## config.mk

```make
export PLATFORM = sky130hd
export DESIGN_NAME = ball_engine
export DESIGN_NICKNAME = d
export VERILOG_FILES = /design/src/rtl/ball_engine.sv
export SDC_FILE = /design/constraint.sdc
export NUM_CORES = 1
export LEC_CHECK = 0
export CAP_MARGIN = 15
export CORE_MARGIN = 3
export CORE_UTILIZATION = 30
export DETAILED_ROUTE_END_ITERATION = 8
export GPL_TIMING_DRIVEN = 0
export HOLD_SLACK_MARGIN = 0.08
export PLACE_DENSITY = 0.47
export SLEW_MARGIN = 20
export SYNTH_ARGS = -nofsm -noshare
export SYNTH_HDL_FRONTEND = slang
export SYNTH_SLANG_ARGS = --single-unit
export TNS_END_PERCENT = 30
```

## constraint.sdc

```tcl
create_clock -name clk -period 5.2 [get_ports clk]
set_input_delay 1.3 -clock clk [delete_from_list [all_inputs] [get_ports clk]]
set_output_delay 1.3 -clock clk [all_outputs]
set_load 0.05 [all_outputs]
```

## src/rtl/ball_engine.sv

```systemverilog
// ball_engine: per-frame ball motion and collision stage for Pong.
// Moves the ball once per endofframe tick, bounces it off the top/bottom
// walls and both paddles, and reports hits, misses and motion to the
// game-control FSM. The FSM's restart level parks the ball at centre.
module ball_engine #(
  parameter int H_RES          = 640,
  parameter int V_RES          = 480,
  parameter int BALL_SIZE      = 8,
  parameter int PADDLE_W       = 8,
  parameter int PADDLE_H       = 64,
  parameter int LEFT_PADDLE_X  = 32,
  parameter int RIGHT_PADDLE_X = 600,
  parameter int SPEED          = 2,
  parameter int SERVE_DELAY    = 60
) (
  input  logic       clk,
  input  logic       reset,
  input  logic       endofframe,
  input  logic       restart,
  input  logic       serve,
  input  logic [9:0] paddle_l_y,
  input  logic [9:0] paddle_r_y,
  output logic [9:0] ball_x,
  output logic [9:0] ball_y,
  output logic [1:0] collided,
  output logic [1:0] missed,
  output logic       isMoving
);

  typedef enum logic [1:0] {
    HOLD     = 2'd0,
    MOVING   = 2'd1,
    RECENTER = 2'd2
  } state_t;

  // All geometry is evaluated in 10-bit unsigned arithmetic.
  localparam logic [9:0] CX     = 10'((H_RES - BALL_SIZE) / 2);
  localparam logic [9:0] CY     = 10'((V_RES - BALL_SIZE) / 2);
  localparam logic [9:0] Y_MAX  = 10'(V_RES - BALL_SIZE);
  localparam logic [9:0] STEP   = 10'(SPEED);
  localparam logic [9:0] BSZ    = 10'(BALL_SIZE);
  localparam logic [9:0] PH     = 10'(PADDLE_H);
  localparam logic [9:0] L_FACE = 10'(LEFT_PADDLE_X + PADDLE_W);
  localparam logic [9:0] R_FACE = 10'(RIGHT_PADDLE_X);
  localparam logic [9:0] R_STOP = 10'(RIGHT_PADDLE_X - BALL_SIZE);
  localparam logic [9:0] X_LIM  = 10'(H_RES);

  localparam int               CNT_W    = $clog2(SERVE_DELAY + 1);
  localparam logic [CNT_W-1:0] CNT_LOAD = CNT_W'(SERVE_DELAY);

  state_t           state_q, state_d;
  logic             dx_q, dx_d;
  logic             dy_q, dy_d;
  logic [CNT_W-1:0] frame_cnt_q, frame_cnt_d;
  logic [9:0]       x_d, y_d;
  logic [1:0]       col_d, mis_d;

  logic [9:0]       y_next;
  logic             dy_next;
  logic             overlap_l, overlap_r;
  logic             hit_l, hit_r, miss_l, miss_r;

  // Evaluate the wall bounce and paddle/miss conditions from the current position.
  always_comb begin
    // NOTE: every signal driven here gets a default first so no path can
    // leave it unassigned, which would otherwise infer a latch.
    y_next  = ball_y;
    dy_next = dy_q;
    if (dy_q) begin
      if (ball_y + STEP >= Y_MAX) begin
        y_next  = Y_MAX;
        dy_next = 1'b0;
      end else begin
        y_next  = ball_y + STEP;
      end
    end else begin
      if (ball_y <= STEP) begin
        y_next  = '0;
        dy_next = 1'b1;
      end else begin
        y_next  = ball_y - STEP;
      end
    end

    // Overlap uses the pre-update y so the hit test matches the frame drawn.
    overlap_l = (ball_y + BSZ > paddle_l_y) && (ball_y < paddle_l_y + PH);
    overlap_r = (ball_y + BSZ > paddle_r_y) && (ball_y < paddle_r_y + PH);

    hit_l  = !dx_q && (ball_x >= L_FACE) && (ball_x - STEP <= L_FACE) && overlap_l;
    hit_r  =  dx_q && (ball_x + BSZ <= R_FACE) && (ball_x + STEP + BSZ >= R_FACE) && overlap_r;
    miss_l = !dx_q && !hit_l && (ball_x <= STEP);
    miss_r =  dx_q && !hit_r && (ball_x + STEP + BSZ >= X_LIM);
  end

  // State register.
  always_ff @(posedge clk or posedge reset) begin
    // NOTE: sequential state uses non-blocking assignments so every flop
    // samples pre-edge values regardless of statement order.
    if (reset) state_q <= HOLD;
    else       state_q <= state_d;
  end

  // Next-state logic: restart dominates, otherwise transitions happen on the tick.
  always_comb begin
    state_d = state_q;
    if (restart) begin
      state_d = HOLD;
    end else if (endofframe) begin
      case (state_q)
        HOLD:     if (serve)              state_d = MOVING;
        MOVING:   if (miss_l || miss_r)   state_d = RECENTER;
        RECENTER: if (frame_cnt_q == '0)  state_d = MOVING;
        default:                          state_d = HOLD;
      endcase
    end
  end

  // Datapath next values: position, direction, serve counter and event pulses.
  always_comb begin
    x_d         = ball_x;
    y_d         = ball_y;
    dx_d        = dx_q;
    dy_d        = dy_q;
    frame_cnt_d = frame_cnt_q;
    col_d       = 2'b00;
    mis_d       = 2'b00;
    if (restart) begin
      x_d = CX;
      y_d = CY;
    end else if (endofframe) begin
      case (state_q)
        MOVING: begin
          if (hit_l) begin
            x_d      = L_FACE;
            dx_d     = 1'b1;
            y_d      = y_next;
            dy_d     = dy_next;
            col_d[0] = 1'b1;
          end else if (hit_r) begin
            x_d      = R_STOP;
            dx_d     = 1'b0;
            y_d      = y_next;
            dy_d     = dy_next;
            col_d[1] = 1'b1;
          end else if (miss_l || miss_r) begin
            // Serve restarts from centre heading toward the side that missed.
            x_d         = CX;
            y_d         = CY;
            dx_d        = miss_r;
            frame_cnt_d = CNT_LOAD;
            mis_d       = {miss_r, miss_l};
          end else begin
            x_d  = dx_q ? ball_x + STEP : ball_x - STEP;
            y_d  = y_next;
            dy_d = dy_next;
          end
        end
        RECENTER: begin
          if (frame_cnt_q != '0) frame_cnt_d = frame_cnt_q - CNT_W'(1);
        end
        default: ;
      endcase
    end
  end

  // Datapath and output registers; isMoving follows the state register exactly.
  always_ff @(posedge clk or posedge reset) begin
    if (reset) begin
      ball_x      <= CX;
      ball_y      <= CY;
      dx_q        <= 1'b1;
      dy_q        <= 1'b1;
      frame_cnt_q <= '0;
      collided    <= 2'b00;
      missed      <= 2'b00;
      isMoving    <= 1'b0;
    end else begin
      ball_x      <= x_d;
      ball_y      <= y_d;
      dx_q        <= dx_d;
      dy_q        <= dy_d;
      frame_cnt_q <= frame_cnt_d;
      collided    <= col_d;
      missed      <= mis_d;
      isMoving    <= (state_d == MOVING);
    end
  end

endmodule
```

======== After elaboration in Yosys (flattened, before gate mapping) ========
Index checks and enable logic that the tools add are counted.
storage, ports and cells
  bits in read-only memories .............. 0
  bits in writable memories ............... 0
  latch bits .............................. 0
  bits in registers ....................... 35
  logic and storage cells ................. 115
  memories ................................ 0
  input port bits ......................... 25
cells by class
  add/subtract/negate cells ............... 10
  bitwise operators ....................... 1
  div/mod/pow operators ................... 0
  multipliers ............................. 0
  multiplexer cells ....................... 48
  reductions and logical operators ........ 27
  magnitude comparators ................... 12
  shifts and indexed selects .............. 0
  equal/unequal tests ..................... 8
operator list
  kind                                                                                number
  10-bit two-way mux                                                                  16
  10-bit by 4-bit adder with 10-bit output (second input constant)                    3
  2-bit two-way mux                                                                   14
  6-bit two-way mux                                                                   4
  10-bit by 2-bit adder with 10-bit output (second input constant)                    2
  10-bit by 7-bit adder with 10-bit output (second input constant)                    2
  10-bit >= comparator (second input constant)                                        2
  10-bit > comparator                                                                 2
  10-bit by 2-bit less-or-equal comparator with 1-bit output (second input constant)  2
  10-bit < comparator                                                                 2
  10-bit by 2-bit subtractor with 10-bit output (second input constant)               2
  1-bit logical AND                                                                   12
  1-bit two-way mux                                                                   12
  6-bit one-hot mux with 2 select lines                                               1
  10-bit by 6-bit >= comparator with 1-bit output (second input constant)             1
  10-bit by 9-bit >= comparator with 1-bit output (second input constant)             1
  10-bit less-or-equal comparator (second input constant)                             1
  10-bit by 6-bit less-or-equal comparator with 1-bit output (second input constant)  1
  2-bit inequality test (second input constant)                                       4
  4-bit AND reduction                                                                 2
  7-bit AND reduction                                                                 1
  6-bit logical NOT                                                                   1
  2-bit one-hot mux with 3 select lines                                               1
  2-bit nonzero test                                                                  3
  11 further kinds                                                                    14

======== Depth between registers and ports, before layout ========
  word-level depth ........................ 15
  gate-level depth with buffers ........... 13
  mapped depth without buffers ............ 13

======== Worst setup path before layout ========
Ideal clock, no wire load.
  path type ............................... in2reg
  start point ............................. in paddle_r_y[6]
  end point ............................... reg ball_x[3]
  setup slack ............................. 1630 ps
  arrival ................................. 3492 ps
  path buffers ............................ 0
  cell stages on the path ................. 9
  cell sequence ........................... ha_1 inv_1 ha_1 a2111oi_0 a221o_1 nand4b_1 a41o_4 or4_1 o211a_1
between the ends
  word-level cells in the longest chain between the ends .. 14
RTL lines
  element                                   RTL line  text
  start, declared                           22        input logic [9:0] paddle_r_y,
  10-bit by 7-bit adder with 10-bit output  87        overlap_r = (ball_y + BSZ > paddle_r_y) && (ball_y < paddle_r_y + PH);
  10-bit < comparator                       87
  1-bit logical AND *                       87
  1-bit logical AND *                       90        hit_r = dx_q && (ball_x + BSZ <= R_FACE) && (ball_x + STEP + BSZ >= R_FACE) && overlap_r;
  1-bit logical NOT                         92        miss_r = dx_q && !hit_r && (ball_x + STEP + BSZ >= X_LIM);
  1-bit logical AND (2 in series)           92
  1-bit logical OR                          145       end else if (miss_l || miss_r) begin
  10-bit two-way mux                        145
  10-bit two-way mux *                      139       end else if (hit_r) begin
  10-bit two-way mux *                      133       if (hit_l) begin
  10-bit two-way mux *                      131       case (state_q)
  10-bit two-way mux *                      130       end else if (endofframe) begin
  10-bit two-way mux *                      127       if (restart) begin
  end signal, assigned                      169       ball_x <= CX;
  end signal, assigned                      178       ball_x <= x_d;
  end, declared                             23        output logic [9:0] ball_x,
Every way passes the cells marked *; elsewhere a longest branch is shown, timed or not. The select of a mux whose other input is x is not followed.
A chain may end at the register's enable or synchronous reset.

======== Final worst setup path ========
  start point ............................. in paddle_r_y[6]
  end point ............................... reg dy_q
between the ends
  word-level cells in the longest chain between the ends .. 10
RTL lines
  element                                   RTL line  text
  10-bit by 7-bit adder with 10-bit output  87
  10-bit < comparator                       87
  1-bit logical AND *                       87
  1-bit logical AND *                       90
  1-bit logical NOT                         92
  1-bit logical AND (2 in series)           92
  1-bit logical OR                          145
  3-bit inequality test (no source line)    --
  4-bit AND reduction (no source line)      --
  end signal, assigned                      181       dy_q <= dy_d;
  end, declared                             53        logic dy_q, dy_d;
Every way passes the cells marked *; elsewhere a longest branch is shown, timed or not.

==> flow_summary.ini <==
[synthesis]
synth_adder_area_share = 0.174
synth_top_family_by_area = compound AO/OA/AOI/OAI gates
netlist_instances = 462
synth_edf_count = 0
synthMostInstantiatedCell = ha_1
synth_area_um2 = 3820
synth_top_area_cell = ha_1
syn-num-nets = 540
ys_ff_latch = 34
ys_warn_count = 0
yosys.area_share.simple = 0.202
yosys-top-cells-count = ha_1 (53), inv_1 (44), nor2_1 (38)
avgSynthCellArea_um2 = 8.27
synth_ff_type = dfrtp_1
synth_cell_type_count = 68
synth_compound_area_frac = 0.231
ys_async_sr_fraction = 1.00
synth.area.mux_share = 0.0197
synthTopCellsByArea = ha_1 (17%), dfrtp_1 (14%), dfstp_2 (8.3%), xnor2_1 (5.7%), inv_1 (4.3%)
ys_seq_area_frac = 0.227
synth_xor_area_frac = 0.0777
synth_top_area_share = 0.174

[clock_tree]
cts.clk_slew.worst_paths_ns = 0.05
root_buffer = clkbuf_16
cts_tree = done
h-tree-depth = 2
cts_setup_buffers = 0
max-clock-path-buffers = 2
numCtsBuffers = 5
insertion_delay_ns = 0.27
post_cts_resized = 0
clock-sinks = 34
cts_hold_buffers = 0

[floorplan]
die_w_um = 119
row_count = 40
dieArea_um2 = 14100
ioPinCount = 50
core-area_um2 = 12200
dieHeight_um = 119
start_util = 0.313

[global_routing]
first_global_vias = 3515
grt_usage = 0.156
antenna_found_initial = 0
overflow = 0
grt_max_degree = 35
grt_pass1_wl_um = 18200

[timing]
hold_viol = 0
worst_slew_margin_rel = 0.488
final-setup-viol-count = 0
fin_crit_ns = 4.17
postLayoutSetupSlackWorst_ns = 1.03
worst_pin_slew_ns = 0.765
rsz0062_at_grt = no
tns_ns = 0
finalMaxSlewViolations = 0
min_period_over_period = 0.802
finClkSkew_ns = 0.00253
clock.fmax_ghz = 0.240

[routing]
ant_nets = 0
first_pass_iters = 4
wirelength_um = 11100
post-route-drc-count = 0
drt_iter0_drc = 231
vias = 3600
wl_per_cell_um = 16.1
via_per_inst = 5.25

[place]
gp_congestion = 0.879
numPortBuffers = 48
dp_hpwl_um = 8610
placedCellCount = 678
post-place-ws_ns = 0.723

[power_and_ir_drop]
peakVddDrop_mv = 0.143
p_leak_nw = 2.06
power_density_nw_per_um2 = 172

[layout]
layout.nets = 595
drive_gt1_frac = 0.0927
areaGrowthSynthToFinish_pct = 22.1
fillers = 1287
diodes = 0
final_cells = 686

[run_status]
status = completed

[worst_setup_path]
path_class = in -> reg
critPathArrivalTime_ns = 4.37
rr_worst_depth = 13
end_kind = flop
crit_path_max_fanout = 8
startpoint_type = primary input
crit_required_ns = 5.40

[min_path]
hold_path.class = reg -> reg
holdPathStages = 1

[job]
drv_cap = 0
## state kept, by name, summed over array words and instances (netlist names), 2 cells and up
name         flops
state_q          2
collided         2
ball_x           9
ball_y          10
missed           2
frame_cnt_q      6
## power by group
| group | internal, mW | switching, mW |
|---|---|---|
| Clock | 0.189 | 0.100 |
| Sequential | 0.283 | 0.0239 |
| Combinational | 0.0914 | 0.116 |
| Total | 0.563 | 0.240 |
## final cells by class
class | instances | area, um2 | share of cell area
plain buffers | 18 | 91.3 | 0.0196
inverters | 45 | 169 | 0.0362
multi-input cells | 365 | 2700 | 0.579
well taps | 168 | 210 | 0.0451
clock buffers | 7 | 143 | 0.0306
clock inverters | 1 | 5.00 | 0.00107
repair buffers | 48 | 480 | 0.103
flip-flops and latches | 34 | 866 | 0.186
## layer usage
metal | vias to the layer above | routed length, um | GRT usage
met5 | - | 0 | 0
met3 | 10 | 513 | 0.0195
met1 | 1705 | 5460 | 0.225
met4 | 0 | 92 | 0.0290
met2 | 101 | 4990 | 0.253
li1 | 1784 | - | -
## stage by stage
| step | hold slack [ns] | instance area (um2) | utilization | power (mW) |
|---|---|---|---|---|
| after global routing | 0.532 | 4660 | 0.382 | 0.854 |
| after CTS | 0.501 | 4660 | 0.381 | 0.813 |
| after detailed placement | 0.490 | 4510 | 0.369 | 0.518 |
| final | 0.505 | 4660 | 0.382 | 0.804 |
| after global placement | 0.474 | 4510 | 0.369 | 0.514 |
| after floorplan | 0.453 | 3820 | - | 0.447 |
## worst paths after layout
check                                            from                         end  slack (ns)
max                                     paddle_r_y[6]            dy_q$_DFFE_PP1P_        1.03
max reg2reg                     ball_y[5]$_DFFE_PP1P_       ball_x[9]$_DFFE_PP0P_        1.50
max in group asynchronous                       reset       ball_x[7]$_DFFE_PP0P_        3.30
min                        frame_cnt_q[5]$_DFFE_PP0P_  frame_cnt_q[5]$_DFFE_PP0P_        0.50
min reg2reg                frame_cnt_q[5]$_DFFE_PP0P_  frame_cnt_q[5]$_DFFE_PP0P_        0.50
min in group asynchronous                       reset       ball_y[0]$_DFFE_PP0P_        1.46
## logic make-up after synthesis
kind of cell	Yosys count
multiplexers	7
buffers and inverters	63
flip-flops	34
other	1
adder cells (fa/ha/maj)	53
AND/OR/NAND/NOR	152
XOR/XNOR	33
AO/OA/AOI/OAI	119
## placed cells by master, fill, tap and decap left out, types with 11 or more instances in the layout
master and count:
xnor2_1 25, dfrtp_1 22, clkdlybuf4s50_1 48, o21ai_0 17, dfstp_2 12, a21oi_1 22
nand2_1 34, clkbuf_1 11, nor2_1 38, ha_1 53, nand3_1 17, inv_1 43
## critical path: stages
cell and delay [ns]:
clkdlybuf4s50_1 0.47, ha_1 0.31, inv_1 0.04, ha_1 0.27, a2111oi_0 0.38, a221o_1 0.23, nand4b_1 0.23, a41o_4 0.36
nor2_2 0.37, mux2_2 0.39
(Power assumes the default switching activity.)
==> edit, RTL diff (same flow settings) <==
Register the output `ball_y` once more, without a reset; this adds one clock of latency there. The other outputs are not delayed to match.
--- a/src/rtl/ball_engine.sv
+++ b/src/rtl/ball_engine.sv
@@ -49,4 +49,6 @@
   localparam logic [CNT_W-1:0] CNT_LOAD = CNT_W'(SERVE_DELAY);
 
+  logic [9:0] ball_y_s0;
+
   state_t           state_q, state_d;
   logic             dx_q, dx_d;
@@ -65,25 +67,25 @@
     // NOTE: every signal driven here gets a default first so no path can
     // leave it unassigned, which would otherwise infer a latch.
-    y_next  = ball_y;
+    y_next  = ball_y_s0;
     dy_next = dy_q;
     if (dy_q) begin
-      if (ball_y + STEP >= Y_MAX) begin
+      if (ball_y_s0 + STEP >= Y_MAX) begin
         y_next  = Y_MAX;
         dy_next = 1'b0;
       end else begin
-        y_next  = ball_y + STEP;
+        y_next  = ball_y_s0 + STEP;
       end
     end else begin
-      if (ball_y <= STEP) begin
+      if (ball_y_s0 <= STEP) begin
         y_next  = '0;
         dy_next = 1'b1;
       end else begin
-        y_next  = ball_y - STEP;
+        y_next  = ball_y_s0 - STEP;
       end
     end
 
     // Overlap uses the pre-update y so the hit test matches the frame drawn.
-    overlap_l = (ball_y + BSZ > paddle_l_y) && (ball_y < paddle_l_y + PH);
-    overlap_r = (ball_y + BSZ > paddle_r_y) && (ball_y < paddle_r_y + PH);
+    overlap_l = (ball_y_s0 + BSZ > paddle_l_y) && (ball_y_s0 < paddle_l_y + PH);
+    overlap_r = (ball_y_s0 + BSZ > paddle_r_y) && (ball_y_s0 < paddle_r_y + PH);
 
     hit_l  = !dx_q && (ball_x >= L_FACE) && (ball_x - STEP <= L_FACE) && overlap_l;
@@ -119,5 +121,5 @@
   always_comb begin
     x_d         = ball_x;
-    y_d         = ball_y;
+    y_d         = ball_y_s0;
     dx_d        = dx_q;
     dy_d        = dy_q;
@@ -168,5 +170,5 @@
     if (reset) begin
       ball_x      <= CX;
-      ball_y      <= CY;
+      ball_y_s0   <= CY;
       dx_q        <= 1'b1;
       dy_q        <= 1'b1;
@@ -177,5 +179,5 @@
     end else begin
       ball_x      <= x_d;
-      ball_y      <= y_d;
+      ball_y_s0   <= y_d;
       dx_q        <= dx_d;
       dy_q        <= dy_d;
@@ -187,3 +189,7 @@
   end
 
+  always_ff @(posedge clk) begin
+    ball_y <= ball_y_s0;
+  end
+
 endmodule
Check against the original RTL: not equivalent (Yosys sat finds a counterexample within 4 cycles, from zero or initial values and one cycle with reset high).
==> edit against the unedited design <==
- cell area rose by 7.0%
- die area increased by 7.5%
- highest routed layer unchanged
- setup slack worse by 0.093 ns
- sequential cell count grew 10
- wire length increased by 5.7%
- combinational power increased by 20%
- count of clock-buffer cells in the layout unchanged
- total power rose by 17%
- critical path type unchanged
- area after synthesis rose by 7.9%
==> edit: results (changes against the unedited design) <==
clk_lat worst skew=0.29 ns (+0.02 ns); worst setup margin=0.939 ns (-0.0927 ns); CP delay by family, top=simple AND/OR/NAND/NOR gates; top cells by area, synth=ha_1 16%, dfrtp_1 13%, dfstp_2 7.7%, dfxtp_1 4.9%, xnor2_1 4.5%; status=complete, no violations; WHS=0.373 ns (-0.131 ns); DP Cell Count=716 (+5.6%); RR Endpoint=dx_q; share of flip-flops with an asynchronous set or reset=77.3% (-23 points); Fillers=1,396 (+8.5%); hpwl dp=9310 um (+8.0%); routed via count=3,744 (+4.0%); All-Layer GR Usage=15.9% (+0.26 points); gp weighted congestion=0.906 (+3.0%); Pleak=2.12 nW (+3.0%); synth cell count leaders=53 x ha_1, 44 x inv_1, 38 x nor2_1; nets=625 (+5.0%); Vias/cell=5.17 (-1.5%); ratio of cells with drive above 1 in the final layout=9.31% (+0.040 points); Synth Area in Adders=16.1% (-1.3 points); Max VDD drop=0.110 mV (-23%); first-pass GRT wire length=19,000 um (+4.6%); Regs by FF count=ball_y x10, ball_y_s0 x10, ball_x x9; R2R Path Start=ball_y_s0[6]; final WL=11,700 um (+5.7%); largest net degree at the start of global routing=21 (-40%); Worst Reg-to-Reg Cells=12 (-1); r2r setup slk=1.04 ns (-0.46 ns); WHS Path Cells=0 (-1); CP max stage cell=nor4_1; worst-path fanout max=6 (-2); net count after synthesis=570 (+5.6%); Hold EP=ball_y[0]
-- edit: routing by layer --
metal  share of wire, %  global-route usage, %  up-vias
met5                  0                      0        -
met4                1.2                   2.91        0
met3                5.4                   2.33       11
met2                 46                   26.5       97
met1                 48                   21.9     1741
li1                   -                      -     1895
-- edit: power by group --
part	internal, mW	leakage, nW	switching [mW]	total (mW)
clock	0.192	0.0701	0.134	0.326
sequential	0.354	0.505	0.0142	0.368
combinational	0.102	1.54	0.148	0.249
total	0.647	2.12	0.296	0.943
-- edit: area by class of cell --
| class | instances | area, sq um | area share, % |
|---|---|---|---|
| Sequential cell | 44 | 1070 | 21.4 |
| Inverter | 45 | 169 | 3.39 |
| Timing Repair Buffer | 48 | 498 | 9.98 |
| Clock inverter | 1 | 7.51 | 0.150 |
| Buffer | 24 | 124 | 2.48 |
| Clock buffer | 7 | 143 | 2.86 |
| Multi-Input combinational cell | 379 | 2760 | 55.4 |
| Tap cell | 176 | 220 | 4.41 |
